### src/rtl/alu_arbiter_if.sv
`default_nettype none
// ============================================================================
// Module   : alu_arbiter_if
// Brief    : Request and response bundle between issuing units and the shared
//            ALU arbiter.
// Revision : 1.0 - initial release
// ============================================================================
interface alu_arbiter_if #(
    parameter int NUM_REQ = 4
);
    localparam int ID_W = (NUM_REQ > 1) ? $clog2(NUM_REQ) : 1;

    logic [NUM_REQ-1:0]   req_valid_i;
    logic [NUM_REQ-1:0]   req_ready_o;
    logic [NUM_REQ*8-1:0] req_a_i;
    logic [NUM_REQ*8-1:0] req_b_i;
    logic [NUM_REQ*3-1:0] req_op_i;
    logic                 res_valid_o;
    logic                 res_ready_i;
    logic [7:0]           res_data_o;
    logic [ID_W-1:0]      res_id_o;
    logic                 busy_o;

    modport slave (
        input  req_valid_i, req_a_i, req_b_i, req_op_i, res_ready_i,
        output req_ready_o, res_valid_o, res_data_o, res_id_o, busy_o
    );

    modport master (
        output req_valid_i, req_a_i, req_b_i, req_op_i, res_ready_i,
        input  req_ready_o, res_valid_o, res_data_o, res_id_o, busy_o
    );
endinterface
`default_nettype wire

### src/rtl/alu_arbiter.sv
`default_nettype none
// ============================================================================
// Module   : alu_arbiter
// Brief    : Round-robin sharing of one 8-bit ALU between NUM_REQ requesters,
//            one operation in flight, result returned with the owner's ID.
// Revision : 1.0 - initial release
// ============================================================================
module alu_arbiter #(
    parameter int NUM_REQ = 4
) (
    input  wire logic      clk,
    input  wire logic      reset,
    alu_arbiter_if.slave   bus
);
    localparam int ID_W = (NUM_REQ > 1) ? $clog2(NUM_REQ) : 1;
    localparam int IW1  = ID_W + 1;

    localparam logic [1:0] S_IDLE = 2'd0;
    localparam logic [1:0] S_EXEC = 2'd1;
    localparam logic [1:0] S_RESP = 2'd2;

    logic [1:0]      state_q,     state_d;
    logic [ID_W-1:0] rr_ptr_q,    rr_ptr_d;
    logic [7:0]      a_q,         a_d;
    logic [7:0]      b_q,         b_d;
    logic [2:0]      op_q,        op_d;
    logic [ID_W-1:0] id_q,        id_d;
    logic [7:0]      res_data_q,  res_data_d;
    logic [ID_W-1:0] res_id_q,    res_id_d;
    logic            res_valid_q, res_valid_d;
    logic            busy_q,      busy_d;

    logic               w_any;
    logic [ID_W-1:0]    w_grant;
    logic [IW1-1:0]     w_idx;
    logic [NUM_REQ-1:0] w_ready;
    logic [7:0]         w_alu;

    // Rotating priority search: first valid requester at or after rr_ptr wins.
    always_comb begin
        w_any   = 1'b0;
        w_grant = '0;
        w_idx   = '0;
        for (int i = 0; i < NUM_REQ; i++) begin
            w_idx = {1'b0, rr_ptr_q} + IW1'(i);
            if (w_idx >= IW1'(NUM_REQ)) begin
                w_idx = w_idx - IW1'(NUM_REQ);
            end
            if (!w_any && bus.req_valid_i[w_idx[ID_W-1:0]]) begin
                w_any   = 1'b1;
                w_grant = w_idx[ID_W-1:0];
            end
        end
    end

    always_comb begin
        w_ready = '0;
        if (state_q == S_IDLE && w_any && !reset) begin
            w_ready[w_grant] = 1'b1;
        end
    end

    // ALU works only on the operands captured at accept time.
    always_comb begin
        w_alu = '0;
        case (op_q)
            3'b000:  w_alu = a_q + b_q;
            3'b001:  w_alu = a_q - b_q;
            3'b010:  w_alu = a_q << b_q[2:0];
            3'b011:  w_alu = a_q >> b_q[2:0];
            3'b100:  w_alu = a_q & b_q;
            3'b101:  w_alu = a_q | b_q;
            3'b110:  w_alu = a_q ^ b_q;
            default: w_alu = {7'b0, (a_q == b_q)};
        endcase
    end

    always_comb begin
        state_d     = state_q;
        rr_ptr_d    = rr_ptr_q;
        a_d         = a_q;
        b_d         = b_q;
        op_d        = op_q;
        id_d        = id_q;
        res_data_d  = res_data_q;
        res_id_d    = res_id_q;
        res_valid_d = res_valid_q;
        case (state_q)
            S_IDLE: begin
                if (w_any) begin
                    state_d  = S_EXEC;
                    a_d      = bus.req_a_i[8*w_grant +: 8];
                    b_d      = bus.req_b_i[8*w_grant +: 8];
                    op_d     = bus.req_op_i[3*w_grant +: 3];
                    id_d     = w_grant;
                    rr_ptr_d = (w_grant == ID_W'(NUM_REQ - 1)) ? '0 : w_grant + ID_W'(1);
                end
            end
            S_EXEC: begin
                state_d     = S_RESP;
                res_data_d  = w_alu;
                res_id_d    = id_q;
                res_valid_d = 1'b1;
            end
            S_RESP: begin
                if (bus.res_ready_i) begin
                    state_d     = S_IDLE;
                    res_valid_d = 1'b0;
                end
            end
            default: begin
                state_d     = S_IDLE;
                res_valid_d = 1'b0;
            end
        endcase
        busy_d = (state_d != S_IDLE);
    end

    always_ff @(posedge clk) begin
        if (reset) begin
            state_q     <= S_IDLE;
            rr_ptr_q    <= '0;
            a_q         <= '0;
            b_q         <= '0;
            op_q        <= '0;
            id_q        <= '0;
            res_data_q  <= '0;
            res_id_q    <= '0;
            res_valid_q <= 1'b0;
            busy_q      <= 1'b0;
        end else begin
            state_q     <= state_d;
            rr_ptr_q    <= rr_ptr_d;
            a_q         <= a_d;
            b_q         <= b_d;
            op_q        <= op_d;
            id_q        <= id_d;
            res_data_q  <= res_data_d;
            res_id_q    <= res_id_d;
            res_valid_q <= res_valid_d;
            busy_q      <= busy_d;
        end
    end

    assign bus.req_ready_o = w_ready;
    assign bus.res_valid_o = res_valid_q;
    assign bus.res_data_o  = res_data_q;
    assign bus.res_id_o    = res_id_q;
    assign bus.busy_o      = busy_q;

endmodule
`default_nettype wire
### src/flat_wrapper.sv
// flat-port wrapper written by rule: the top's interface ports become plain ports
module alu_arbiter_flat 
#(
    parameter int NUM_REQ = 4
)
  (clk, reset, bus_req_valid_i, bus_req_a_i, bus_req_b_i, bus_req_op_i, bus_res_ready_i, bus_req_ready_o, bus_res_valid_o, bus_res_data_o, bus_res_id_o, bus_busy_o);
  alu_arbiter_if #(.NUM_REQ(NUM_REQ)) bus_i ();
  input  wire logic clk;
  input  wire logic reset;
  input wire logic [$bits(bus_i.req_valid_i)-1:0] bus_req_valid_i;
  input wire logic [$bits(bus_i.req_a_i)-1:0] bus_req_a_i;
  input wire logic [$bits(bus_i.req_b_i)-1:0] bus_req_b_i;
  input wire logic [$bits(bus_i.req_op_i)-1:0] bus_req_op_i;
  input wire logic [$bits(bus_i.res_ready_i)-1:0] bus_res_ready_i;
  output wire logic [$bits(bus_i.req_ready_o)-1:0] bus_req_ready_o;
  output wire logic [$bits(bus_i.res_valid_o)-1:0] bus_res_valid_o;
  output wire logic [$bits(bus_i.res_data_o)-1:0] bus_res_data_o;
  output wire logic [$bits(bus_i.res_id_o)-1:0] bus_res_id_o;
  output wire logic [$bits(bus_i.busy_o)-1:0] bus_busy_o;
  assign bus_i.req_valid_i = bus_req_valid_i;
  assign bus_i.req_a_i = bus_req_a_i;
  assign bus_i.req_b_i = bus_req_b_i;
  assign bus_i.req_op_i = bus_req_op_i;
  assign bus_i.res_ready_i = bus_res_ready_i;
  assign bus_req_ready_o = bus_i.req_ready_o;
  assign bus_res_valid_o = bus_i.res_valid_o;
  assign bus_res_data_o = bus_i.res_data_o;
  assign bus_res_id_o = bus_i.res_id_o;
  assign bus_busy_o = bus_i.busy_o;
  alu_arbiter #(.NUM_REQ(NUM_REQ)) u_core (.clk(clk), .reset(reset), .bus(bus_i));
endmodule
### config.mk
export PLATFORM = sky130hd
export DESIGN_NAME = alu_arbiter_flat
export DESIGN_NICKNAME = d
export VERILOG_FILES = /design/src/rtl/alu_arbiter_if.sv /design/src/rtl/alu_arbiter.sv /design/src/flat_wrapper.sv
export SDC_FILE = /design/constraint.sdc
export NUM_CORES = 1
export LEC_CHECK = 0
export BUFFER_PORTS_ARGS = -buffer_cell sky130_fd_sc_hd__buf_2
export CORE_ASPECT_RATIO = 0.9
export CORE_UTILIZATION = 48
export CTS_BUF_LIST = sky130_fd_sc_hd__clkbuf_16
export DETAILED_ROUTE_END_ITERATION = 8
export HOLD_SLACK_MARGIN = 0.1
export PLACE_DENSITY = 0.74
export SYNTH_ARGS = -nofsm -noshare
export SYNTH_HDL_FRONTEND = slang
export SYNTH_SLANG_ARGS = --single-unit
### constraint.sdc
create_clock -name clk -period 3.2 [get_ports clk]
set_input_delay 0.64 -clock clk [delete_from_list [all_inputs] [get_ports clk]]
set_output_delay 0.64 -clock clk [all_outputs]
set_load 0.01 [all_outputs]
[Word-level counts from Yosys, hierarchy flattened]
Index checks and enable logic that the tools add are counted.
Storage, ports and cells
  register bits: 37
  logic and storage cells: 96
  input bits: 83
  output and inout bits: 16
Operators by class
  equal/unequal tests: 11
  reductions and logical operators: 15
  magnitude comparators: 10
  shift operators: 5
  $mul: 1
  add/sub/neg operators: 10
  muxes and demuxes: 30
  bitwise operators: 4
Operators by type and width (number)
  32-bit by 6-bit indexed part select with 8-bit output: 2
  8-bit one-hot mux with 7 select lines: 1
  2-bit two-way mux: 11
  2-bit by 3-bit < comparator with 1-bit output, second input constant: 5
  12-bit by 5-bit indexed part select with 3-bit output: 1
  1-bit two-way mux: 10
  3-bit == test, second input constant: 3
  3-bit >= comparator, second input constant: 3
  8-bit adder: 1
  8-bit bitwise AND: 1
  1-bit binary-select mux with 2-bit select: 4
  8-bit == test: 1
  8-bit bitwise OR: 1
  8-bit by 3-bit left shift with 8-bit output: 1
  8-bit by 3-bit >> shifter with 8-bit output: 1
  2-bit by 1-bit subtractor with 2-bit output, second input constant: 4
  8-bit subtractor: 1
  8-bit bitwise XOR: 1
  2-bit by 2-bit adder with 3-bit output, second input constant: 2
  3-bit by 2-bit == test with 1-bit output, second input constant: 2
  1-bit logical AND: 6
  2-bit one-hot mux with 3 select lines: 1
  2-bit == test, second input constant: 2
  1-bit logical NOT: 4
  16 further kinds: 17

[Logic depth before layout (Yosys ltp)]
  word-level depth: 19
  gate-level depth with buffers: 9
  mapped depth without buffers: 8

[Least setup slack after synthesis]
Ideal clock, no wire load.
  kind: input -> output
  from: input port bus_req_valid_i[2]
  to: output port bus_req_ready_o[2]
  setup slack: 0.690 ns
  data required time: 2.560 ns
  data arrival time: 1.870 ns
  stages: 8
  path through: nor2b_1 a221o_1 buf_2 nand2_2 buf_4 inv_1 ha_1 and2_1
On the way
  word-level cells in the longest chain between the ends: 17
  elaborated cells on any way between the ends: 30
RTL lines
  start, declared: RTL line flat_wrapper.sv:10  | input wire logic [$bits(bus_i.req_valid_i)-1:0] bus_req_valid_i;
  1-bit binary-select mux with 2-bit select: RTL line alu_arbiter.sv:49  | if (!w_any && bus.req_valid_i[w_idx[ID_W-1:0]]) begin
  1-bit two-way mux (not written as such): RTL line alu_arbiter.sv:49
  1-bit two-way mux: RTL line alu_arbiter.sv:49
  1-bit logical NOT: RTL line alu_arbiter.sv:49
  1-bit logical AND: RTL line alu_arbiter.sv:49
  1-bit two-way mux: RTL line alu_arbiter.sv:49
  1-bit logical NOT: RTL line alu_arbiter.sv:49
  1-bit logical AND: RTL line alu_arbiter.sv:49
  [... 2 more ...]
  1-bit logical AND: RTL line alu_arbiter.sv:49
  2-bit two-way mux (*): RTL line alu_arbiter.sv:49
  net u_core.w_grant[1]: RTL line alu_arbiter.sv:34  | logic [ID_W-1:0] w_grant;
  2-bit by 3-bit < comparator with 1-bit output (not written as such) / 2-bit by 1-bit >= comparator with 1-bit output (equally long branches): RTL line alu_arbiter.sv:59  | w_ready[w_grant] = 1'b1;
  1-bit logical AND (not written as such): RTL line alu_arbiter.sv:59
  1-bit two-way mux (not written as such): RTL line alu_arbiter.sv:59
  1-bit demux with 2-bit select (*)
  4-bit two-way mux (*): RTL line alu_arbiter.sv:58  | if (state_q == S_IDLE && w_any && !reset) begin
  end, declared: RTL line flat_wrapper.sv:15  | output wire logic [$bits(bus_i.req_ready_o)-1:0] bus_req_ready_o;
Mark *: on every way through the listed nets, which the timed path passes. The rest lies on a longest branch. The select of a mux whose other input is x is not followed.

[Worst setup path after layout]
  from: input port bus_req_valid_i[0]
  to: output port bus_req_ready_o[3]
Same word-level chain as after synthesis.

==> reports/qor_table.md <==
| Step | Metric | Value |
|:---|:---|:---|
| power and ir drop | Leak Pwr | 2.02 nW |
| worst setup path | Worst setup SP type | primary input |
| synthesis | Mapped cell area | 0.00381 mm² |
| routing | DR pass1 iterations | 6 |
| power and ir drop | IR drop worst, VDD | 0.000246 V |
| synthesis | Synthesized netlist cell count | 472 |
| final layout | Number of filler instances in the final layout | 684 |
| routing | Routed WL per cell | 16.9 µm |
| worst setup path | Required time at the endpoint of the critical path | 2.56 ns |
| status | Status | complete, no violations |
| sta | Min Tclk post-route | 2.77 ns |
| worst hold path | Classification of the worst-slack hold path | reg2reg |
| worst setup path | Ordered cell list for the critical path | buf_2, nor2b_1, o21bai_4, nand2_2, inv_1, ha_1, and2_1, buf_2 |
| worst setup path | Kind of critical path | in2out |
| routing | Metal-1 WL | 4950 µm |
| clock tree | Clock tree from TritonCTS | yes |
| floorplan | Boundary Pins | 99 |
| flow run | Max-cap viol count | 0 |
| placement | Count of port buffers added during placement | 98 |
| final layout | Combined area of the multi-input logic cells | 0.00277 mm² |
| floorplan | Count of standard-cell rows | 30 |
| sta | Clk_skew | 0.00399 ns |
| synthesis | Warnings, synthesis | 0 |
| synthesis | Prevailing post-synth register cell | dfxtp_1 |
| synthesis | Syn avg cell area | 8.08 µm² |
| floorplan | Area of the die | 0.00830 mm² |
| power and ir drop | Power density cells | 573 mW/mm² |
| placement | Dpl ws | 0.128 ns |
| synthesis | Synth top area cells | dfxtp_1 19%, ha_1 9.2%, a211oi_1 8.9% |
| grt | Largest net degree at the start of global routing | 40 |
| clock tree | Max Buffers Root-to-Sink | 2 |
| final layout | Net total in the final layout | 663 |
| sta | Final Worst Setup Slack | 0.431 ns |
| final layout | Ant diodes | 0 |
| routing | ANT nets after route | 0 |
| worst setup path | Peak per-stage delay on the critical path | 0.52 ns |
| placement | Detailed-placement wirelength estimate | 8420 µm |
| grt | Global Route Usage Sum | 26.9% |
| final layout | Share of cells above drive strength 1 | 26.5% |
| worst setup path | Worst endpoint data arrival time | 2.13 ns |
| routing | Highest routed metal layer | met4 |
| placement | Routability congestion estimate from global placement | 0.941 |
| sta | Number of pins exceeding their max-slew limit in the final report | 0 |
| floorplan | Die width | 95.9 µm |
| worst setup path | Cell at the slowest stage of the critical path | o21bai_4 |
| synthesis | Async set-or-reset flop fraction in the synthesized netlist | 0% |
| worst setup path | Setup slack of the most critical reg-to-reg path | 0.57 ns |
| synthesis | Part of the Yosys area used for sequential elements | 19.4% |
| routing | Routed wire length on met3 | 947 µm |
| worst setup path | Maximum fanout encountered on the critical timing path | 39 |
| sta | Crit share post-route | 86.5% |
| routing | First DRT Iteration DRCs | 362 |
| grt | Total grt overflow | 0 |
| grt | Via count of the first global-routing pass | 3558 |
| clock tree | Clock input transition at the sequential cells of the worst setup and hold paths | 0.06 ns |
| routing | Routed via count divided by cell count | 6.17 |
| sta | Sum of negative setup slack | 0 ns |
| grt | Global-route wire length before repair | 17600 µm |
| synthesis | Net count after synthesis | 585 |
| clock tree | CTS root buffer | clkbuf_16 |
| worst setup path | Most prevalent standard cell on the critical path | buf_2 |
| sta | Final setup violation count | 0 |
| routing | Total number of vias | 3990 |
| sta | Max Freq | 361 MHz |
| synthesis | Distinct cells, synth | 67 |
| floorplan | Die height | 86.5 µm |
| final layout | Fin util | 58.9% |
| routing | Detail Route met2 WL | 4960 µm |
| clock tree | Insertion delay to the later sink of the worst-skew pair | 0.29 ns |
| synthesis | Largest area contributor in the netlist | dfxtp_1 |
| floorplan | Floorplan Core Area | 0.00762 mm² |
| final layout | Area grow syn2layout | 17.6% |
| worst setup path | Nature of the critical path endpoint | output pin |
| grt | Initial antenna violation count | 0 |
| floorplan | Initial cell density of the core | 50.0% |
| sta | Actual slew at the worst max-slew pin | 1.01 ns |
| clock tree | Number of H-tree branching levels | 2 |
| routing | DRC Markers | 0 |
| sta | Headroom to the max-slew limit | 32.8% |
| clock tree | CTS Buf Count | 5 |
| worst setup path | Worst path top cell family by delay | compound AO/OA/AOI/OAI gates |
| clock tree | CTS sink cnt | 37 |
| synthesis | Portion of synthesized cell area occupied by the leading cell type | 19.4% |
| worst setup path | Bufs and invs on worst path | 3 |
| routing | Final wirelength | 11000 µm |
| sta | Final-report hold violation count | 0 |
| clock tree | CTS hold repair buffers | 0 |
| final layout | Reg area | 741 µm² |
| sta | Setup repair after global routing missed its margin | false |
| synthesis | EDFF count, synth | 0 |
| synthesis | #FFs+latches synth | 37 |
| power and ir drop | Pwr Total | 2.57 mW |
## area by class of cell
class                           instances  area share, %
Clock buffer                            5           2.79
Sequential cell                        37           16.5
Inverter                               26           2.18
Multi-Input combinational cell        369           61.7
Tap cell                               96           2.68
Clock inverter                          3          0.977
Timing Repair Buffer                  111           13.1
## sequential cells by signal, summed over array words and instances, names as in the netlist
name,cells
u_core.bus.busy_o,1
u_core.op_q,3
u_core.bus.res_valid_o,1
u_core.bus.res_id_o,2
u_core.bus.res_data_o,8
u_core.b_q,8
u_core.rr_ptr_q,2
u_core.id_q,2
u_core.state_q,2
u_core.a_q,8
## metrics by stage
step	instance area (µm²)	hold WS, ns	cells
2_1_floorplan	3810	0.432	472
3_3_place_gp	4310	0.438	639
3_5_place_dp	4310	0.443	639
4_1_cts	4480	0.450	647
5_1_grt	4480	0.491	647
6_report	4480	0.448	647
## logic make-up after synthesis
| family | share of synthesized area [%] |
|---|---|
| and+or+nand+nor | 23.7 |
| AOI/OAI and AO/OA | 28.1 |
| buffers and inverters | 8.24 |
| DFF | 19.4 |
| adders and majority gates | 10.2 |
| muxes | 10.0 |
| xor gates and xnor gates | 0.230 |
## timing repair
action | 4_1_cts | 5_1_grt
gates resized for setup | 0 | 1
hold endpoints to repair | 0 | 0
setup endpoints to repair | 0 | 4
setup buffers | 0 | 0
## worst register-to-register path, stage by stage (launching register included)
cell       delay, ns
dfxtp_1         0.57
inv_1           0.10
ha_1            0.55
and3_1          0.22
a32oi_1         0.13
o2111ai_1       0.25
nor4b_1         0.52
a31oi_1         0.15
## cell usage after synthesis, drive strengths merged, types with 6 or more instances
cell type / n
a21o: 7
mux4: 7
dfxtp: 37
or3: 6
nand3: 6
buf: 21
nor2: 17
and3: 39
nor2b: 15
mux2i: 18
a211oi: 46
o31ai: 19
ha: 28
clkbuf: 19
inv: 26
nand2: 44
o21ai: 11
a21oi: 18
## placed cells by master, fill, tap and decap left out, types with 3 or more instances in the layout
master / n
and3_1: 39
nand3b_1: 4
mux2_2: 4
a21o_1: 7
nand2b_1: 4
nand3_1: 6
dfxtp_1: 37
a21oi_1: 18
or2_2: 4
o31ai_1: 19
mux2i_1: 18
ha_1: 28
buf_4: 13
buf_2: 98
o21ai_0: 9
a211oi_1: 45
nor2b_1: 15
o22ai_1: 5
nor2_1: 17
nor3b_1: 5
inv_2: 3
mux4_2: 7
o211ai_1: 3
nor3_1: 4
inv_1: 23
or3_1: 6
and2_1: 4
clkbuf_16: 5
a22o_1: 3
a31oi_1: 5
nand2_1: 43
## path summary, 6_finish.rpt
path                            startpoint                  endpoint  depth (start not counted)
setup / recovery        bus_req_valid_i[0]        bus_req_ready_o[3]                          8
hold reg to reg   u_core.bus.res_data_o[0]  u_core.bus.res_data_o[0]                          2
hold / removal    u_core.bus.res_data_o[0]  u_core.bus.res_data_o[0]                          2
setup reg to reg             u_core.a_q[4]  u_core.bus.res_data_o[7]                          7
## report_power, final
group / switching [mW] / leakage [nW] / internal [mW]
logic: 0.758 / 1.63 / 0.563
registers: 0.123 / 0.305 / 0.538
clock network: 0.216 / 0.0842 / 0.369
total: 1.10 / 2.02 / 1.47
## routing by layer
layer,vias to the layer above,global-route usage [%]
li1,1931,-
met1,1822,38.7
met2,223,41.9
met3,14,4.47
met4,0,6.38
met5,-,0
Power figures use the tool's default switching activity.
